## config.mk

```make
export PLATFORM = sky130hd
export DESIGN_NAME = axi_lite_reg_bank_flat
export DESIGN_NICKNAME = d
export VERILOG_FILES = /design/src/rtl/axi_lite_reg_bank_if.sv /design/src/rtl/axi_lite_reg_bank.sv /design/src/flat_wrapper.sv
export SDC_FILE = /design/constraint.sdc
export NUM_CORES = 1
export LEC_CHECK = 0
export CAP_MARGIN = 20
export CORE_AREA = 5 5 261 263
export DETAILED_ROUTE_END_ITERATION = 12
export DIE_AREA = 0 0 266 268
export MAX_ROUTING_LAYER = met4
export PLACE_DENSITY = 0.6
export SLEW_MARGIN = 20
export SYNTH_ARGS = -nofsm -noshare
export SYNTH_HDL_FRONTEND = slang
export SYNTH_SLANG_ARGS = --single-unit
```

## constraint.sdc

```tcl
create_clock -name clock -period 6.39 [get_ports clock]
set_input_delay 1.278 -clock clock [delete_from_list [all_inputs] [get_ports clock]]
set_output_delay 1.278 -clock clock [all_outputs]
set_load 0.02 [all_outputs]
```

## src/rtl/axi_lite_reg_bank_if.sv

```systemverilog
// AXI4-Lite bus bundle between one PS master port and the register bank.
interface axi_lite_reg_bank_if #(
    parameter int DATA_WIDTH = 32,
    parameter int ADDR_WIDTH = 32
) ();
    logic                      awvalid;
    logic                      awready;
    logic [ADDR_WIDTH-1:0]     awaddr;
    logic                      wvalid;
    logic                      wready;
    logic [DATA_WIDTH-1:0]     wdata;
    logic [DATA_WIDTH/8-1:0]   wstrb;
    logic                      bvalid;
    logic                      bready;
    logic [1:0]                bresp;
    logic                      arvalid;
    logic                      arready;
    logic [ADDR_WIDTH-1:0]     araddr;
    logic                      rvalid;
    logic                      rready;
    logic [DATA_WIDTH-1:0]     rdata;
    logic [1:0]                rresp;

    modport slave (
        input  awvalid, awaddr, wvalid, wdata, wstrb, bready, arvalid, araddr, rready,
        output awready, wready, bvalid, bresp, arready, rvalid, rdata, rresp
    );

    modport master (
        output awvalid, awaddr, wvalid, wdata, wstrb, bready, arvalid, araddr, rready,
        input  awready, wready, bvalid, bresp, arready, rvalid, rdata, rresp
    );
endinterface

```

## src/rtl/axi_lite_reg_bank.sv

```systemverilog
// AXI4-Lite target register bank: NUM_REGS software (RW) or fabric-status (RO)
// registers, byte strobes, SLVERR on out-of-range or RO writes, access pulses.
//
// state  | meaning
// W_IDLE | collecting AW and W beats (either order, either may be held)
// W_RESP | write committed, bvalid high until bready
// R_IDLE | arready high, waiting for AR
// R_RESP | rdata/rresp held with rvalid high until rready
module axi_lite_reg_bank #(
    parameter int                    DATA_WIDTH  = 32,
    parameter int                    ADDR_WIDTH  = 32,
    parameter int                    NUM_REGS    = 8,
    parameter logic [NUM_REGS-1:0]   RO_MASK     = '0,
    parameter logic [DATA_WIDTH-1:0] RESET_VALUE = '0
) (
    input  logic                           clock,
    input  logic                           reset,
    axi_lite_reg_bank_if.slave             axi,
    output logic [NUM_REGS*DATA_WIDTH-1:0] regs_out,
    input  logic [NUM_REGS*DATA_WIDTH-1:0] regs_in,
    output logic [NUM_REGS-1:0]            write_pulse,
    output logic [NUM_REGS-1:0]            read_pulse
);
    localparam int STRB_W = DATA_WIDTH / 8;
    localparam int B      = $clog2(STRB_W);
    localparam int IDX_W  = (NUM_REGS > 1) ? $clog2(NUM_REGS) : 1;
    localparam logic [ADDR_WIDTH-1:0] NUM_REGS_A = ADDR_WIDTH'(NUM_REGS);
    localparam logic [1:0] RESP_OKAY   = 2'b00;
    localparam logic [1:0] RESP_SLVERR = 2'b10;

    typedef enum logic {W_IDLE, W_RESP} wstate_t;
    typedef enum logic {R_IDLE, R_RESP} rstate_t;

    wstate_t r_wstate, w_wstate_next;
    rstate_t r_rstate, w_rstate_next;

    // Keeps readies low during reset and lets them rise once reset is released.
    logic                   r_active;
    logic                   r_aw_held;
    logic [ADDR_WIDTH-1:0]  r_aw_addr;
    logic                   r_w_held;
    logic [DATA_WIDTH-1:0]  r_w_data;
    logic [STRB_W-1:0]      r_w_strb;
    logic [1:0]             r_bresp;
    logic [DATA_WIDTH-1:0]  r_rdata;
    logic [1:0]             r_rresp;
    logic [NUM_REGS-1:0]    r_write_pulse;
    logic [NUM_REGS-1:0]    r_read_pulse;
    logic [DATA_WIDTH-1:0]  r_regs [NUM_REGS];

    logic                   w_aw_hs, w_w_hs, w_ar_hs, w_commit;
    logic [ADDR_WIDTH-1:0]  w_aw_addr, w_aw_idx_full, w_ar_idx_full;
    logic [DATA_WIDTH-1:0]  w_w_data;
    logic [STRB_W-1:0]      w_w_strb;
    logic [IDX_W-1:0]       w_widx, w_ridx;
    logic                   w_w_in_range, w_r_in_range, w_w_ok;

    assign axi.awready = r_active && (r_wstate == W_IDLE) && !r_aw_held;
    assign axi.wready  = r_active && (r_wstate == W_IDLE) && !r_w_held;
    assign axi.arready = r_active && (r_rstate == R_IDLE);
    assign axi.bvalid  = (r_wstate == W_RESP);
    assign axi.rvalid  = (r_rstate == R_RESP);
    assign axi.bresp   = r_bresp;
    assign axi.rdata   = r_rdata;
    assign axi.rresp   = r_rresp;
    assign write_pulse = r_write_pulse;
    assign read_pulse  = r_read_pulse;

    assign w_aw_hs = axi.awvalid && axi.awready;
    assign w_w_hs  = axi.wvalid && axi.wready;
    assign w_ar_hs = axi.arvalid && axi.arready;

    // A held beat takes priority; otherwise the beat arriving this cycle is used.
    assign w_aw_addr = r_aw_held ? r_aw_addr : axi.awaddr;
    assign w_w_data  = r_w_held  ? r_w_data  : axi.wdata;
    assign w_w_strb  = r_w_held  ? r_w_strb  : axi.wstrb;
    assign w_commit  = (r_wstate == W_IDLE) && (r_aw_held || w_aw_hs) && (r_w_held || w_w_hs);

    assign w_aw_idx_full = w_aw_addr >> B;
    assign w_ar_idx_full = axi.araddr >> B;
    assign w_widx        = w_aw_idx_full[IDX_W-1:0];
    assign w_ridx        = w_ar_idx_full[IDX_W-1:0];
    assign w_w_in_range  = w_aw_idx_full < NUM_REGS_A;
    assign w_r_in_range  = w_ar_idx_full < NUM_REGS_A;
    assign w_w_ok        = w_w_in_range && !RO_MASK[w_widx];

    // RO slots expose 0; their live value comes from regs_in on reads.
    for (genvar i = 0; i < NUM_REGS; i++) begin : g_out
        assign regs_out[i*DATA_WIDTH +: DATA_WIDTH] = RO_MASK[i] ? '0 : r_regs[i];
    end

    // State registers for both channel FSMs.
    always_ff @(posedge clock) begin
        if (reset) begin
            r_wstate <= W_IDLE;
            r_rstate <= R_IDLE;
            r_active <= 1'b0;
        end else begin
            r_wstate <= w_wstate_next;
            r_rstate <= w_rstate_next;
            r_active <= 1'b1;
        end
    end

    // Next-state logic for the write and read channels.
    always_comb begin
        w_wstate_next = r_wstate;
        w_rstate_next = r_rstate;
        case (r_wstate)
            W_IDLE: if (w_commit)   w_wstate_next = W_RESP;
            W_RESP: if (axi.bready) w_wstate_next = W_IDLE;
        endcase
        case (r_rstate)
            R_IDLE: if (w_ar_hs)    w_rstate_next = R_RESP;
            R_RESP: if (axi.rready) w_rstate_next = R_IDLE;
        endcase
    end

    // Beat capture, strobed register commit and write response.
    always_ff @(posedge clock) begin
        if (reset) begin
            r_aw_held     <= 1'b0;
            r_aw_addr     <= '0;
            r_w_held      <= 1'b0;
            r_w_data      <= '0;
            r_w_strb      <= '0;
            r_bresp       <= RESP_OKAY;
            r_write_pulse <= '0;
            for (int i = 0; i < NUM_REGS; i++)
                r_regs[i] <= RO_MASK[i] ? '0 : RESET_VALUE;
        end else begin
            r_write_pulse <= '0;
            if (w_commit) begin
                r_aw_held <= 1'b0;
                r_w_held  <= 1'b0;
                r_bresp   <= w_w_ok ? RESP_OKAY : RESP_SLVERR;
                if (w_w_ok) begin
                    r_write_pulse <= NUM_REGS'(1) << w_widx;
                    for (int b = 0; b < STRB_W; b++)
                        if (w_w_strb[b])
                            r_regs[w_widx][8*b +: 8] <= w_w_data[8*b +: 8];
                end
            end else begin
                if (w_aw_hs) begin
                    r_aw_held <= 1'b1;
                    r_aw_addr <= axi.awaddr;
                end
                if (w_w_hs) begin
                    r_w_held <= 1'b1;
                    r_w_data <= axi.wdata;
                    r_w_strb <= axi.wstrb;
                end
            end
        end
    end

    // Read sampling; same-edge writes are not yet visible, so reads see the old value.
    always_ff @(posedge clock) begin
        if (reset) begin
            r_rdata      <= '0;
            r_rresp      <= RESP_OKAY;
            r_read_pulse <= '0;
        end else begin
            r_read_pulse <= '0;
            if (w_ar_hs) begin
                if (w_r_in_range) begin
                    r_rdata      <= RO_MASK[w_ridx] ? regs_in[w_ridx*DATA_WIDTH +: DATA_WIDTH]
                                                    : r_regs[w_ridx];
                    r_rresp      <= RESP_OKAY;
                    r_read_pulse <= NUM_REGS'(1) << w_ridx;
                end else begin
                    r_rdata <= '0;
                    r_rresp <= RESP_SLVERR;
                end
            end
        end
    end

    a_bvalid_hold: assert property (@(posedge clock) disable iff (reset)
        (axi.bvalid && !axi.bready) |=> (axi.bvalid && $stable(axi.bresp)));
    a_rvalid_hold: assert property (@(posedge clock) disable iff (reset)
        (axi.rvalid && !axi.rready) |=> (axi.rvalid && $stable(axi.rdata) && $stable(axi.rresp)));
endmodule

```

## src/flat_wrapper.sv

```systemverilog
// flat-port wrapper written by rule: the top's interface ports become plain ports
module axi_lite_reg_bank_flat 
#(
    parameter int                    DATA_WIDTH  = 32,
    parameter int                    ADDR_WIDTH  = 32,
    parameter int                    NUM_REGS    = 8,
    parameter logic [NUM_REGS-1:0]   RO_MASK     = '0,
    parameter logic [DATA_WIDTH-1:0] RESET_VALUE = '0
)
  (clock, reset, regs_out, regs_in, write_pulse, read_pulse, axi_awvalid, axi_awaddr, axi_wvalid, axi_wdata, axi_wstrb, axi_bready, axi_arvalid, axi_araddr, axi_rready, axi_awready, axi_wready, axi_bvalid, axi_bresp, axi_arready, axi_rvalid, axi_rdata, axi_rresp);
  axi_lite_reg_bank_if #(.DATA_WIDTH(DATA_WIDTH), .ADDR_WIDTH(ADDR_WIDTH)) axi_i ();
  input  logic clock;
  input  logic reset;
  output logic [NUM_REGS*DATA_WIDTH-1:0] regs_out;
  input  logic [NUM_REGS*DATA_WIDTH-1:0] regs_in;
  output logic [NUM_REGS-1:0] write_pulse;
  output logic [NUM_REGS-1:0] read_pulse;
  input wire logic [$bits(axi_i.awvalid)-1:0] axi_awvalid;
  input wire logic [$bits(axi_i.awaddr)-1:0] axi_awaddr;
  input wire logic [$bits(axi_i.wvalid)-1:0] axi_wvalid;
  input wire logic [$bits(axi_i.wdata)-1:0] axi_wdata;
  input wire logic [$bits(axi_i.wstrb)-1:0] axi_wstrb;
  input wire logic [$bits(axi_i.bready)-1:0] axi_bready;
  input wire logic [$bits(axi_i.arvalid)-1:0] axi_arvalid;
  input wire logic [$bits(axi_i.araddr)-1:0] axi_araddr;
  input wire logic [$bits(axi_i.rready)-1:0] axi_rready;
  output wire logic [$bits(axi_i.awready)-1:0] axi_awready;
  output wire logic [$bits(axi_i.wready)-1:0] axi_wready;
  output wire logic [$bits(axi_i.bvalid)-1:0] axi_bvalid;
  output wire logic [$bits(axi_i.bresp)-1:0] axi_bresp;
  output wire logic [$bits(axi_i.arready)-1:0] axi_arready;
  output wire logic [$bits(axi_i.rvalid)-1:0] axi_rvalid;
  output wire logic [$bits(axi_i.rdata)-1:0] axi_rdata;
  output wire logic [$bits(axi_i.rresp)-1:0] axi_rresp;
  assign axi_i.awvalid = axi_awvalid;
  assign axi_i.awaddr = axi_awaddr;
  assign axi_i.wvalid = axi_wvalid;
  assign axi_i.wdata = axi_wdata;
  assign axi_i.wstrb = axi_wstrb;
  assign axi_i.bready = axi_bready;
  assign axi_i.arvalid = axi_arvalid;
  assign axi_i.araddr = axi_araddr;
  assign axi_i.rready = axi_rready;
  assign axi_awready = axi_i.awready;
  assign axi_wready = axi_i.wready;
  assign axi_bvalid = axi_i.bvalid;
  assign axi_bresp = axi_i.bresp;
  assign axi_arready = axi_i.arready;
  assign axi_rvalid = axi_i.rvalid;
  assign axi_rdata = axi_i.rdata;
  assign axi_rresp = axi_i.rresp;
  axi_lite_reg_bank #(.DATA_WIDTH(DATA_WIDTH), .ADDR_WIDTH(ADDR_WIDTH), .NUM_REGS(NUM_REGS), .RO_MASK(RO_MASK), .RESET_VALUE(RESET_VALUE)) u_core (.clock(clock), .reset(reset), .axi(axi_i), .regs_out(regs_out), .regs_in(regs_in), .write_pulse(write_pulse), .read_pulse(read_pulse));
endmodule
```

==> out/qor.log <==
qor: pwr.p_leak 8.71 nW
qor: synth.async_reset_ff_share 0%
qor: clock_network.clock_tree.buffer_depth 3
qor: cells_and_area.net_count_reported_at_finish 2123
qor: global_route.grt_pass1_wl 97400 um
qor: cells_and_area.area_growth_syn_to_layout 38.1%
qor: synth.syn-mean-instance-area 12.1 um^2
qor: timing.final_clock_skew 16.5 ps
qor: timing.max_slew_violation_count 0
qor: synth.synthMostInstantiatedCell sky130_fd_sc_hd__edfxtp_1
qor: timing.final_period_minus_worst_setup_slack 4150 ps
qor: cells_and_area.proportion_of_layout_cells_with_a_drive_suffix_above_1 13.3%
qor: route.detail_route.drc_violations 0
qor: global_route.grt_start_max_net_pins 91
qor: outcome.outcome completed
qor: timing.grt_setup_unrepaired no
qor: route.detail-route-antenna-nets 0
qor: setup_path.worstPathMaxFanout 19
qor: global_route.grt_pass1_vias 13.4k
qor: route.first_pass_iters 5
qor: floorplan.initial_core_util 25.9%
qor: route.avgViaCountPerCell 5.06
qor: setup_path.worstSetupEndpoint u_core.r_regs[6][6]
qor: cells_and_area.nFillCells 6410
qor: synth.synth.distinct_cells 43
qor: timing.worst_slew_margin_rel 24.1%
qor: cells_and_area.postLayoutCoreUtil 35.7%
qor: synth.synth_area_leaders sky130_fd_sc_hd__edfxtp_1 (45%), sky130_fd_sc_hd__dfxtp_1 (14%), sky130_fd_sc_hd__mux4_2 (8.5%), sky130_fd_sc_hd__and3_1 (6.3%), sky130_fd_sc_hd__nor2_1 (3.8%)
qor: setup_path.worstPathArrival 4420 ps
qor: synth.ys_seq_area_share 59.8%
qor: min_path.min_path_type flop to flop
qor: route.route.vias.total 13.5k
qor: placed_design.dp.final_hpwl 52300 um
qor: pwr.power-per-cell-area 261 nW/um^2
qor: placed_design.postPlaceCellArea 21800 um^2
qor: clock_network.ctsHoldBuffers 0
qor: clock_network.clock-root-buffer sky130_fd_sc_hd__clkbuf_16
qor: route.initialDrtViolationCount 1192
qor: floorplan.std_cell_rows 94
qor: cells_and_area.layout.cell_area.non_filler 23400 um^2
qor: floorplan.fp.dieH 268 um
qor: floorplan.core_area 65400 um^2
qor: job.cap_violations 0
qor: global_route.global_route.overflow_total 0
qor: setup_path.critPathKind input pin to flop
qor: synth.synth_top_cells_by_count sky130_fd_sc_hd__edfxtp_1 (256), sky130_fd_sc_hd__nor2_1 (170), sky130_fd_sc_hd__and3_1 (169)
qor: setup_path.worstSetupStartpointType input pin
qor: global_route.initial_antenna_violation_count 17
qor: synth.synthesis.yosys.warnings 0
qor: global_route.grt_usage 19.4%
qor: clock_network.cts_bufs_inserted 43
qor: setup_path.slowest_cell_on_the_critical_path sky130_fd_sc_hd__nand3_2
qor: timing.final.setup.worst_slack 2240 ps
qor: setup_path.timing.critical_path.cells clkdlybuf4s50_1 > a21oi_1 > or3_4 > a221oi_4 > nand3_2 > o31ai_1 > buf_4
qor: setup_path.startpoint axi_awvalid
qor: timing.timing.setup.tns 0 ps
qor: clock_network.htree_num_levels 2
qor: placed_design.numPortBuffers 413
qor: synth.syn_area 16900 um^2
qor: floorplan.num_io_pins 676
qor: floorplan.die_extent_in_x 266 um
qor: synth.synth.ff_latch_count 377
qor: clock_network.clock_latency_late_sink 570 ps
qor: timing.report.final.setup_viol 0
qor: route.post_detailed_route_wirelength_per_cell 26.4 um
qor: floorplan.overall_die_area 71300 um^2
qor: clock_network.cts_resized 0
qor: timing.final.hold.worst_slack 455 ps
qor: setup_path.required_time_of_the_critical_path 6660 ps
qor: synth.top_area_cell_type_share_of_the_netlist_area 45.5%
qor: clock_network.clock_sinks 377
qor: setup_path.critical-path-max-stage-delay 730 ps
qor: placed_design.numPlacedInstances 2579
qor: timing.final_hold_viol_count 0
qor: pwr.p_total 6.09 mW
qor: synth.ys.flop_type sky130_fd_sc_hd__edfxtp_1
qor: setup_path.crit-reg2reg-launch u_core.r_aw_held
qor: clock_network.tritoncts done
qor: timing.highest_clock_rate 241 MHz
qor: route.route.final.wire_length 70700 um
qor: cells_and_area.stdcell_count 2675
qor: setup_path.end_kind flop
qor: setup_path.ff2ff_setup_slack 2450 ps
qor: pwr.power.ir.vdd_worst 162 uV
qor: timing.worst-slew-pin-transition 1130 ps
qor: setup_path.timing.reg2reg.worst_path_depth 6
qor: placed_design.detailedPlace.worstSlack 1740 ps
qor: placed_design.routabilityCongestion 0.851
qor: synth.netlist.top_cell.by_area sky130_fd_sc_hd__edfxtp_1
qor: setup_path.r2r_end u_core.r_regs[6][6]
qor: clock_network.clock_transition_at_the_registers_of_the_reported_paths 60 ps
qor: synth.synth_instances 1394
qor: timing.fin_crit_sh 65.0%
qor: synth.synth_edf_count 256
qor: clock_network.post-cts-setup-buffers 0
==> placed cells by master, fill, tap and decap left out, types with 3 or more instances in the layout <==
cell type / instances
sky130_fd_sc_hd__nand3_1: 9
sky130_fd_sc_hd__nand2_1: 113
sky130_fd_sc_hd__clkinv_1: 3
sky130_fd_sc_hd__o31ai_1: 14
sky130_fd_sc_hd__nor3_1: 75
sky130_fd_sc_hd__nor4_1: 19
sky130_fd_sc_hd__mux4_2: 64
sky130_fd_sc_hd__mux2_2: 32
sky130_fd_sc_hd__buf_4: 39
sky130_fd_sc_hd__bufinv_16: 4
sky130_fd_sc_hd__o21ai_4: 3
sky130_fd_sc_hd__edfxtp_1: 256
sky130_fd_sc_hd__nand3_2: 4
sky130_fd_sc_hd__nand2b_1: 23
sky130_fd_sc_hd__nor2b_1: 6
sky130_fd_sc_hd__mux2i_1: 33
sky130_fd_sc_hd__clkbuf_8: 4
sky130_fd_sc_hd__a22oi_1: 39
sky130_fd_sc_hd__dfxtp_1: 120
sky130_fd_sc_hd__clkbuf_1: 9
sky130_fd_sc_hd__clkbuf_16: 48
sky130_fd_sc_hd__clkdlybuf4s50_1: 410
sky130_fd_sc_hd__a31o_2: 16
sky130_fd_sc_hd__o21ai_0: 6
sky130_fd_sc_hd__nand3b_1: 3
sky130_fd_sc_hd__nor2_1: 169
sky130_fd_sc_hd__and3_1: 169
sky130_fd_sc_hd__diode_2: 18
sky130_fd_sc_hd__clkinv_2: 6
sky130_fd_sc_hd__a21oi_1: 42
sky130_fd_sc_hd__a31oi_1: 21
==> area by class of cell <==
cell class	instances	area (um^2)	area share (%)
repair buffers	450	4420	18.9
diodes	18	45.0	0.193
well taps	864	1080	4.63
multi-input cells	885	6220	26.6
inverters	3	11.3	0.0482
clock inverters	17	191	0.819
flip-flops and latches	377	10100	43.3
clock buffers	61	1290	5.52
==> layer usage <==
metal | wire, um | track usage (%) | up-vias | share of wire (%)
li1 | - | - | 5964 | -
met1 | 29900 | 25.6 | 6757 | 42
met2 | 30300 | 28.1 | 704 | 43
met3 | 8120 | 7.00 | 110 | 11
met4 | 2320 | 5.80 | 0 | 3.3
met5 | 0 | - | - | 0
==> worst min path at each step <==
stage / cells past startpoint / to / slack (ps) / startpoint
final: 2 / u_core.r_w_data[23] / 460 / u_core.r_w_data[23]
after global routing: 2 / u_core.r_w_data[11] / 470 / u_core.r_w_data[11]
after CTS: 2 / u_core.r_w_data[11] / 460 / u_core.r_w_data[11]
after detailed placement: 2 / u_core.r_w_data[11] / 450 / u_core.r_w_data[11]
after global placement: 2 / u_core.r_w_data[5] / 450 / u_core.r_w_data[5]
after floorplan: 2 / u_core.r_w_data[24] / 440 / u_core.r_w_data[24]
==> worst max-delay path, delay by kind of cell <==
family                 cells  cell delay, ps
AOI/OAI and AO/OA          3            1170
and+or+nand+nor            2            1150
buffers and inverters      2             810
==> flip-flops by register name (all words and copies together) (netlist names) <==
| signal | flops |
|---|---|
| u_core.r_aw_held | 1 |
| u_core.r_active | 1 |
| u_core.r_w_held | 1 |
| u_core.read_pulse | 8 |
| u_core.r_regs | 256 |
| u_core.axi.rdata | 32 |
| u_core.r_w_data | 32 |
| u_core.axi.bvalid | 1 |
| u_core.axi.rresp | 1 |
| u_core.axi.bresp | 1 |
| u_core.axi.rvalid | 1 |
| u_core.r_aw_addr | 30 |
| u_core.r_w_strb | 4 |
| u_core.write_pulse | 8 |
==> kinds of logic (layout without fill, tap and decap cells) <==
logic type | Yosys count | after routing | synth area share [%]
compound gates | 150 | 150 | 5.96
buf+inv | 133 | 531 | 3.95
mux | 130 | 130 | 12.7
simple gates | 603 | 603 | 17.6
flops | 377 | 377 | 59.8
other cells | 1 | 20 | 0.0222
==> report_power, final <==
group	leakage (nW)	total (mW)	switching [mW]	internal, mW
clock	0.733	2.60	1.03	1.57
combinational	4.36	0.755	0.461	0.294
sequential	3.63	2.74	0.0603	2.68
No activity file was read; power rests on OpenSTA's default activity.
